File: config.mk
export PLATFORM = sky130hd
export DESIGN_NAME = riscv_input_irq
export DESIGN_NICKNAME = d
export VERILOG_FILES = /design/src/rtl/riscv_pkg.sv /design/src/rtl/riscv_input_cond.sv /design/src/rtl/riscv_input_irq.sv
export SDC_FILE = /design/constraint.sdc
export NUM_CORES = 1
export LEC_CHECK = 0
export ABC_AREA = 1
export CAP_MARGIN = 20
export CORE_MARGIN = 2
export CORE_UTILIZATION = 35
export DETAILED_ROUTE_END_ITERATION = 8
export GPL_TIMING_DRIVEN = 0
export HOLD_SLACK_MARGIN = 0.03
export PLACE_DENSITY = 0.76
export REMOVE_ABC_BUFFERS = 1
export SYNTH_ARGS = -nofsm -noshare
export SYNTH_HDL_FRONTEND = slang
export SYNTH_HIERARCHICAL = 1
export SYNTH_SLANG_ARGS = --single-unit
File: constraint.sdc
create_clock -name clk -period 1.4 [get_ports clk]
set_input_delay 0.14 -clock clk [delete_from_list [all_inputs] [get_ports clk]]
set_output_delay 0.14 -clock clk [all_outputs]
set_load 0.005 [all_outputs]
File: src/rtl/riscv_pkg.sv
// Shared definitions for the input-interrupt block: event modes, register offsets, defaults.
package riscv_pkg;

  typedef enum logic [1:0] {
    IRQ_OFF  = 2'b00,
    IRQ_RISE = 2'b01,
    IRQ_FALL = 2'b10,
    IRQ_BOTH = 2'b11
  } irq_mode_e;

  localparam logic [3:0] INIRQ_STATE = 4'h0;
  localparam logic [3:0] INIRQ_MODE  = 4'h4;
  localparam logic [3:0] INIRQ_PEND  = 4'h8;
  localparam logic [3:0] INIRQ_IE    = 4'hC;

  localparam int unsigned INIRQ_NCH_DEFAULT       = 4;
  localparam int unsigned INIRQ_DB_CYCLES_DEFAULT = 8;

  // Does a rise/fall on one channel qualify under its mode?
  function automatic logic irq_event(input irq_mode_e mode, input logic rise, input logic fall);
    logic hit;
    hit = 1'b0;
    case (mode)
      IRQ_RISE: hit = rise;
      IRQ_FALL: hit = fall;
      IRQ_BOTH: hit = rise | fall;
      default:  hit = 1'b0;
    endcase
    return hit;
  endfunction

endpackage

File: src/rtl/riscv_input_cond.sv
// One input channel: synchroniser, optional debounce, edge detect.
// RISCV_INPUT_IRQ_DEBOUNCE_EN selects the stable-count debounce; otherwise a single delay stage.
module riscv_input_cond
  import riscv_pkg::*;
#(
  parameter int unsigned SYNC_STAGES = 2,
  parameter int unsigned DB_CYCLES   = INIRQ_DB_CYCLES_DEFAULT
) (
  input  logic clk,
  input  logic rst,
  input  logic in_raw,
  output logic level,
  output logic rise_c,
  output logic fall_c
);

  (* ASYNC_REG = "TRUE" *) logic [SYNC_STAGES-1:0] sync_q;
  logic synced;
  logic level_d;

  assign synced = sync_q[SYNC_STAGES-1];

  always_ff @(posedge clk) begin
    if (rst) sync_q <= '0;
    else     sync_q <= {sync_q[SYNC_STAGES-2:0], in_raw};
  end

`ifdef RISCV_INPUT_IRQ_DEBOUNCE_EN
  localparam int unsigned CW = $clog2(DB_CYCLES) + 1;
  localparam logic [CW-1:0] CNT_LAST = CW'(DB_CYCLES - 1);

  logic [CW-1:0] cnt_q;

  // Level only follows the synchronised input after it has disagreed for DB_CYCLES clocks.
  always_ff @(posedge clk) begin
    if (rst) begin
      cnt_q <= '0;
      level <= 1'b0;
    end else if (synced == level) begin
      cnt_q <= '0;
    end else if (cnt_q == CNT_LAST) begin
      cnt_q <= '0;
      level <= synced;
    end else begin
      cnt_q <= cnt_q + CW'(1);
    end
  end
`else
  logic unused_db;
  assign unused_db = (DB_CYCLES == 0);

  always_ff @(posedge clk) begin
    if (rst) level <= 1'b0;
    else     level <= synced;
  end
`endif

  always_ff @(posedge clk) begin
    if (rst) level_d <= 1'b0;
    else     level_d <= level;
  end

  assign rise_c = level & ~level_d;
  assign fall_c = ~level & level_d;

endmodule

File: src/rtl/riscv_input_irq.sv
// Input interrupt controller: per-channel conditioning plus STATE/MODE/PEND/IE registers.
// Macro RISCV_INPUT_IRQ_DEBOUNCE_EN enables the per-channel debounce counters.
module riscv_input_irq
  import riscv_pkg::*;
#(
  parameter int unsigned XLEN        = 32,
  parameter int unsigned NCH         = INIRQ_NCH_DEFAULT,
  parameter int unsigned SYNC_STAGES = 2,
  parameter int unsigned DB_CYCLES   = INIRQ_DB_CYCLES_DEFAULT
) (
  input  logic            clk,
  input  logic            rst,
  input  logic            sel,
  input  logic            enable,
  input  logic            write,
  input  logic [XLEN-1:0] addr,
  input  logic [XLEN-1:0] wdata,
  output logic [XLEN-1:0] rdata,
  input  logic [NCH-1:0]  in_i,
  output logic [NCH-1:0]  irq_o
);

  logic [NCH-1:0]   level;
  logic [NCH-1:0]   rise_c;
  logic [NCH-1:0]   fall_c;
  logic [NCH-1:0]   event_c;
  logic [2*NCH-1:0] mode_q;
  logic [NCH-1:0]   pend_q;
  logic [NCH-1:0]   ie_q;
  logic [NCH-1:0]   pend_kept_c;
  logic [XLEN-1:0]  rd_word_c;
  logic [3:0]       offs_c;
  logic             wr_c;
  logic             rd_c;
  logic             unused_bus;

  for (genvar c = 0; c < NCH; c++) begin : g_ch
    riscv_input_cond #(
      .SYNC_STAGES (SYNC_STAGES),
      .DB_CYCLES   (DB_CYCLES)
    ) u_cond (
      .clk    (clk),
      .rst    (rst),
      .in_raw (in_i[c]),
      .level  (level[c]),
      .rise_c (rise_c[c]),
      .fall_c (fall_c[c])
    );
    assign event_c[c] = irq_event(irq_mode_e'(mode_q[2*c +: 2]), rise_c[c], fall_c[c]);
  end

  assign wr_c       = sel & enable & write;
  assign rd_c       = sel & enable & ~write;
  assign offs_c     = {addr[3:2], 2'b00};
  assign unused_bus = ^{addr, wdata};

  // W1C clear is applied before new events are OR'd in, so a coincident event wins.
  assign pend_kept_c = (wr_c && offs_c == INIRQ_PEND) ? (pend_q & ~wdata[NCH-1:0]) : pend_q;

  always_comb begin
    rd_word_c = '0;
    case (offs_c)
      INIRQ_STATE: rd_word_c[NCH-1:0]   = level;
      INIRQ_MODE:  rd_word_c[2*NCH-1:0] = mode_q;
      INIRQ_PEND:  rd_word_c[NCH-1:0]   = pend_q;
      INIRQ_IE:    rd_word_c[NCH-1:0]   = ie_q;
      default:     rd_word_c            = '0;
    endcase
  end

  always_ff @(posedge clk) begin
    if (rst) begin
      mode_q <= '0;
      pend_q <= '0;
      ie_q   <= '0;
      rdata  <= '0;
      irq_o  <= '0;
    end else begin
      if (wr_c && offs_c == INIRQ_MODE) mode_q <= wdata[2*NCH-1:0];
      if (wr_c && offs_c == INIRQ_IE)   ie_q   <= wdata[NCH-1:0];
      pend_q <= pend_kept_c | event_c;
      if (rd_c) rdata <= rd_word_c;
      irq_o <= pend_q & ie_q;
    end
  end

endmodule

==> flow_summary.ini, run 1 <==
[die]
coreArea_um2 = 5070
dieArea_um2 = 5810
die_h_um = 76.2
initial_core_util_pct = 35.9
die_w_um = 76.2
pin_count = 109
rows = 26

[synthesis]
syn_area_um2 = 1820
ys_seq_elements = 44
synth_cell_types = 13
yosys_warnings = 6
syn_area_per_cell_um2 = 7.18
seq_area_frac_synth_pct = 48.3
synthCells = 254

[finish]
layout.nets = 360
final_cell_mix = nor2_1 (62), nand2_1 (47), dfxtp_1 (44)
instances_no_fill = 358
area_growth_syn_to_layout_pct = 22.3
drive_gt1_share_pct = 4.86
num_antenna_cells = 0
final_core_util_pct = 44.0
final_common_cell = nor2_1

[outcome]
run_status = complete, no violations

[worst_setup_path]
arrival_ns = 1.15
crit_slowest_cell = clkdlybuf4s50_1
crit_required_ns = 1.26
crit_fanout = 2
cp_top_family = buffers and inverters
r2r_slack_ns = 0.53
crit_path_cell_trace = clkdlybuf4s50_1
worst_path_largest_cell_delay_ns = 0.50
reg2reg_from = g_ch[2].u_cond/level$_SDFF_PP0_
worstReg2RegEnd = pend_q[2]$_SDFF_PP0_
criticalPathCategory = reg -> out
end_kind = primary output
start_kind = flop
rr_worst_depth = 6
cp_num_buf_inv = 1

[min_path]
min-delay-start = in_i[2]
worstHoldPathCells = 3
worstHoldPathType = in -> reg
holdPathEnd = g_ch[2].u_cond/sync_q[0]$_SDFF_PP0_

[global_route]
grt_pass1_vias = 1327
antenna_found_initial = 0
grtUsageTotal_pct = 11.8
grt_max_degree = 30
gr-total-overflow = 0
grt_first_pass_wirelength_um = 5570

[drt]
ant_nets = 0
avgViaCountPerCell = 4.13
wl_um = 3290
wl_per_cell_um = 9.19
dr.pass1.iters = 4
dr.first_iter.drc_count = 116
vias = 1479
drc = 0

[clock_network]
htreeDepth = 2
cts_tree = built
clockBufferDepth = 2
root_buffer = clkbuf_8
clk_latency_ns = 0.30
hold_buffers = 0
cts_setup_buffers = 0
cts.sinks = 44
cts.repair.resized = 3
clk_pin_slew_ns = 0.08
numCtsBuffers = 5

[sta]
max_slew_margin_pct = 59.6
rsz0062_at_grt = false
setup_viol = 0
fmax_mhz = 777
min_period_over_period_pct = 91.9
finalHoldViolCount = 0
drv_slew = 0
period_needed_ns = 1.29
worstMarginPinSlew_ns = 0.606
finalSetupTns_ns = 0
finClkSkew_ns = 0.0117

[place]
port_buffers = 30
dp_hpwl_um = 2360
gp_congestion = 0.841
dp_cells = 350

[pwr]
finalPower_mw = 2.48
powerDensity_nw_per_um2 = 1110
leakagePower_nw = 0.966
ir_drop_uv = 610

[job]
max_cap_viol_count = 0
[metrics by stage]
step                      instance area [um^2]  setup WS, ns  hold slack (ns)
after floorplan                           1720         0.571            0.209
after global placement                    2100        -0.855            0.390
after detailed placement                  2100        -0.846            0.395
after CTS                                 2230        0.0961            0.339
after global routing                      2230        0.0590            0.367
final                                     2230         0.114            0.350
[power breakdown]
| group | total, mW | switching (mW) | internal (mW) |
|---|---|---|---|
| registers | 1.29 | 0.0141 | 1.28 |
| clock network | 1.01 | 0.428 | 0.583 |
| logic | 0.173 | 0.0965 | 0.0763 |
| total | 2.48 | 0.538 | 1.94 |
[synth_stat cells (all sizes together)]
master / count / area share [%]
nand3: 13 / 3.6
clkbuf: 2 / 0.41
inv: 32 / 6.6
a21oi: 8 / 2.2
dfxtp: 44 / 48
nand2: 47 / 9.7
o21ai: 16 / 4.4
conb: 1 / 0.21
nor2: 66 / 14
buf: 25 / 10
[cells by family (layout without fill, tap and decap cells)]
family	after synthesis	in the layout	synth area share [%]
AO/OA/AOI/OAI	24	24	6.58
buffers and inverters	59	70	17.3
flip-flops	44	44	48.3
other	1	24	0.206
AND/OR/NAND/NOR	126	126	27.6
[worst reg2reg max path, delay by kind of cell (launching register included)]
| kind | cells | cell delay, ns |
|---|---|---|
| and+or+nand+nor | 3 | 0.20 |
| DFF | 1 | 0.37 |
| buffers and inverters | 2 | 0.11 |
| AOI/OAI and AO/OA | 1 | 0.12 |
[cell type report]
class                      instances  area, um^2
fill                             530        2840
clock buffer                       6        82.6
sequential                        44         881
clock inverter                     2        38.8
tap                               70        87.6
multi-input combinational        174         719
timing repair buffer              30         302
inverter                          32         120
[worst max-delay path by stage]
| stage | cells after the start | start | slack (ns) | to |
|---|---|---|---|---|
| final | 1 | rdata[4]$_SDFFE_PP0P_ | 0.11 | rdata[4] |
| after global routing | 1 | rdata[4]$_SDFFE_PP0P_ | 0.06 | rdata[4] |
| after CTS | 1 | rdata[2]$_SDFFE_PP0P_ | 0.1 | rdata[2] |
| after detailed placement | 4 | rst | -0.85 | ie_q[3]$_SDFFE_PP0P_ |
| after global placement | 4 | rst | -0.85 | rdata[2]$_SDFFE_PP0P_ |
| after floorplan | 5 | sel | 0.57 | rdata[4]$_SDFFE_PP0P_ |
[routing by layer]
| layer | track usage [%] | share of wire [%] | vias to the layer above |
|---|---|---|---|
| li1 | - | - | 783 |
| met1 | 13.5 | 46 | 652 |
| met2 | 20.3 | 47 | 37 |
| met3 | 3.44 | 4.6 | 7 |
| met4 | 5.45 | 1.9 | 0 |
| met5 | 0 | 0 | - |
[registers in the layout, indices dropped and copies added, names as in the netlist]
signal               flops
g_ch.u_cond/sync_q       8
mode_q                   8
rdata                    8
g_ch.u_cond/level        4
g_ch.u_cond/level_d      4
ie_q                     4
irq_o                    4
pend_q                   4
(Power assumes the default switching activity.)
==> run 2: changes to the inputs <==
CELL_PAD_IN_SITES_DETAIL_PLACEMENT = 0   (was unset)
CELL_PAD_IN_SITES_GLOBAL_PLACEMENT = 1   (was unset)
CORE_UTILIZATION = 27   (was 35)
PLACE_DENSITY = unset   (was 0.76)
PLACE_DENSITY_LB_ADDON = 0.1   (was unset)
==> run 2 against run 1 <==
Worst hold slack worse by 0.0020 ns; worst setup slack better by 0.010 ns; sequential power hardly changed; critical endpoint unchanged.
==> flow_summary.ini, run 2 (synthesis results as in run 1) <==
[outcome]
run_status = complete, no violations

[sta]
setup_viol = 0
worst_hold_slack_ns = 0.348
max_slew_margin_pct = 63.0
fmax_mhz = 784
finClkSkew_ns = 0.00343
rsz0062_at_grt = false
finalSetupTns_ns = 0
min_period_over_period_pct = 91.1
worstMarginPinSlew_ns = 0.554
finalHoldViolCount = 0
drv_slew = 0
period_needed_ns = 1.28

[finish]
num_antenna_cells = 0
fillCellCount = 730
final_common_cell = nor2_1
largestRegisters = g_ch.u_cond/sync_q x8, mode_q x8, rdata x8
layout.nets = 361
final_core_util_pct = 34.4
area_growth_syn_to_layout_pct = 21.9
final_cell_mix = nor2_1 (62), nand2_1 (47), dfxtp_1 (44)
drive_gt1_share_pct = 4.84

[die]
initial_core_util_pct = 28.2
coreArea_um2 = 6460
die_w_um = 86.2
die_h_um = 86.2
rows = 29
dieArea_um2 = 7430
pin_count = 109

[drt]
drc = 0
wl_per_cell_um = 10.1
vias = 1433
avgViaCountPerCell = 3.92
ant_nets = 0
dr.pass1.iters = 4
dr.first_iter.drc_count = 46
wl_um = 3710

[global_route]
grtUsageTotal_pct = 10.8
grt_max_degree = 17
antenna_found_initial = 0
grt_pass1_vias = 1263
grt_first_pass_wirelength_um = 6150
gr-total-overflow = 0

[worst_setup_path]
crit_path_cell_trace = clkdlybuf4s50_1
cp_top_family = buffers and inverters
criticalPathCategory = reg -> out
cp_num_buf_inv = 1
crit_fanout = 2
start_kind = flop
crit_required_ns = 1.26
arrival_ns = 1.14
end_kind = primary output
crit_slowest_cell = clkdlybuf4s50_1
worst_path_largest_cell_delay_ns = 0.50

[pwr]
ir_drop_uv = 487
leakagePower_nw = 0.963
powerDensity_nw_per_um2 = 1030
p_comb_share_pct = 7.8
p_sw_mw = 0.542
seq_power_share_pct = 56.4
p_int_mw = 1.75
sw_frac_of_total_pct = 23.6
p_clk_share_pct = 35.8

[min_path]
worstHoldPathType = in -> reg

[clock_network]
numCtsBuffers = 5
clk_pin_slew_ns = 0.08
clockBufferDepth = 2
htreeDepth = 2
root_buffer = clkbuf_8
cts_tree = built
hold_buffers = 0
cts.sinks = 44
clk_latency_ns = 0.29

[job]
max_cap_viol_count = 0

[place]
dp_hpwl_um = 2790
gp_congestion = 0.754
port_buffers = 30
## run 2: layer usage
layer	routed length (um)	GRT usage, %	vias up
li1	-	-	784
met1	1910	14.7	604
met2	1550	16.0	37
met3	177	2.95	8
met4	77	5.11	0
met5	0	0	-
## run 2: path summary, 6_finish.rpt
kind                                             from  slack [ns]                             endpoint  cells past startpoint
setup / recovery                rdata[4]$_SDFFE_PP0P_        0.12                             rdata[4]                      1
hold / removal                                in_i[0]        0.35  g_ch[0].u_cond/sync_q[0]$_SDFF_PP0_                      3
setup reg to reg      g_ch[3].u_cond/level$_SDFF_PP0_        0.54                 pend_q[3]$_SDFF_PP0_                      6
hold reg to reg   g_ch[0].u_cond/sync_q[1]$_SDFF_PP0_        0.40      g_ch[0].u_cond/level$_SDFF_PP0_                      2
## run 2: power by group through the flow
stage	clock, mW	sequential, mW	combinational [mW]
floorplan	0	1.32	0.0755
global placement	0	1.32	0.177
detailed placement	0	1.32	0.182
CTS	0.870	1.29	0.182
global route	0.923	1.30	0.209
finish	0.822	1.29	0.179
## run 2: what timing repair did
action,CTS,global route
setup endpoints to repair,16,4
resized for setup,1,1
endpoints found under the hold margin,0,0
setup buffers,0,0
## run 2: per-stage QoR
step	cell area, um^2	worst slack, ns	std cells	total power [mW]
floorplan	1720	0.571	250	1.40
global placement	2110	-0.999	357	1.50
detailed placement	2130	-0.393	358	1.51
CTS	2220	0.0851	366	2.35
global route	2220	0.0241	366	2.43
finish	2220	0.124	366	2.29
## run 2: final cells by class
type	instances	area [um^2]	share of cell area (%)
tap	77	96.3	4.33
clock buffer	6	82.6	3.71
inverter	32	120	5.40
clock inverter	2	10.0	0.450
sequential	44	881	39.6
multi-input combinational	174	719	32.4
timing repair buffer	31	314	14.1
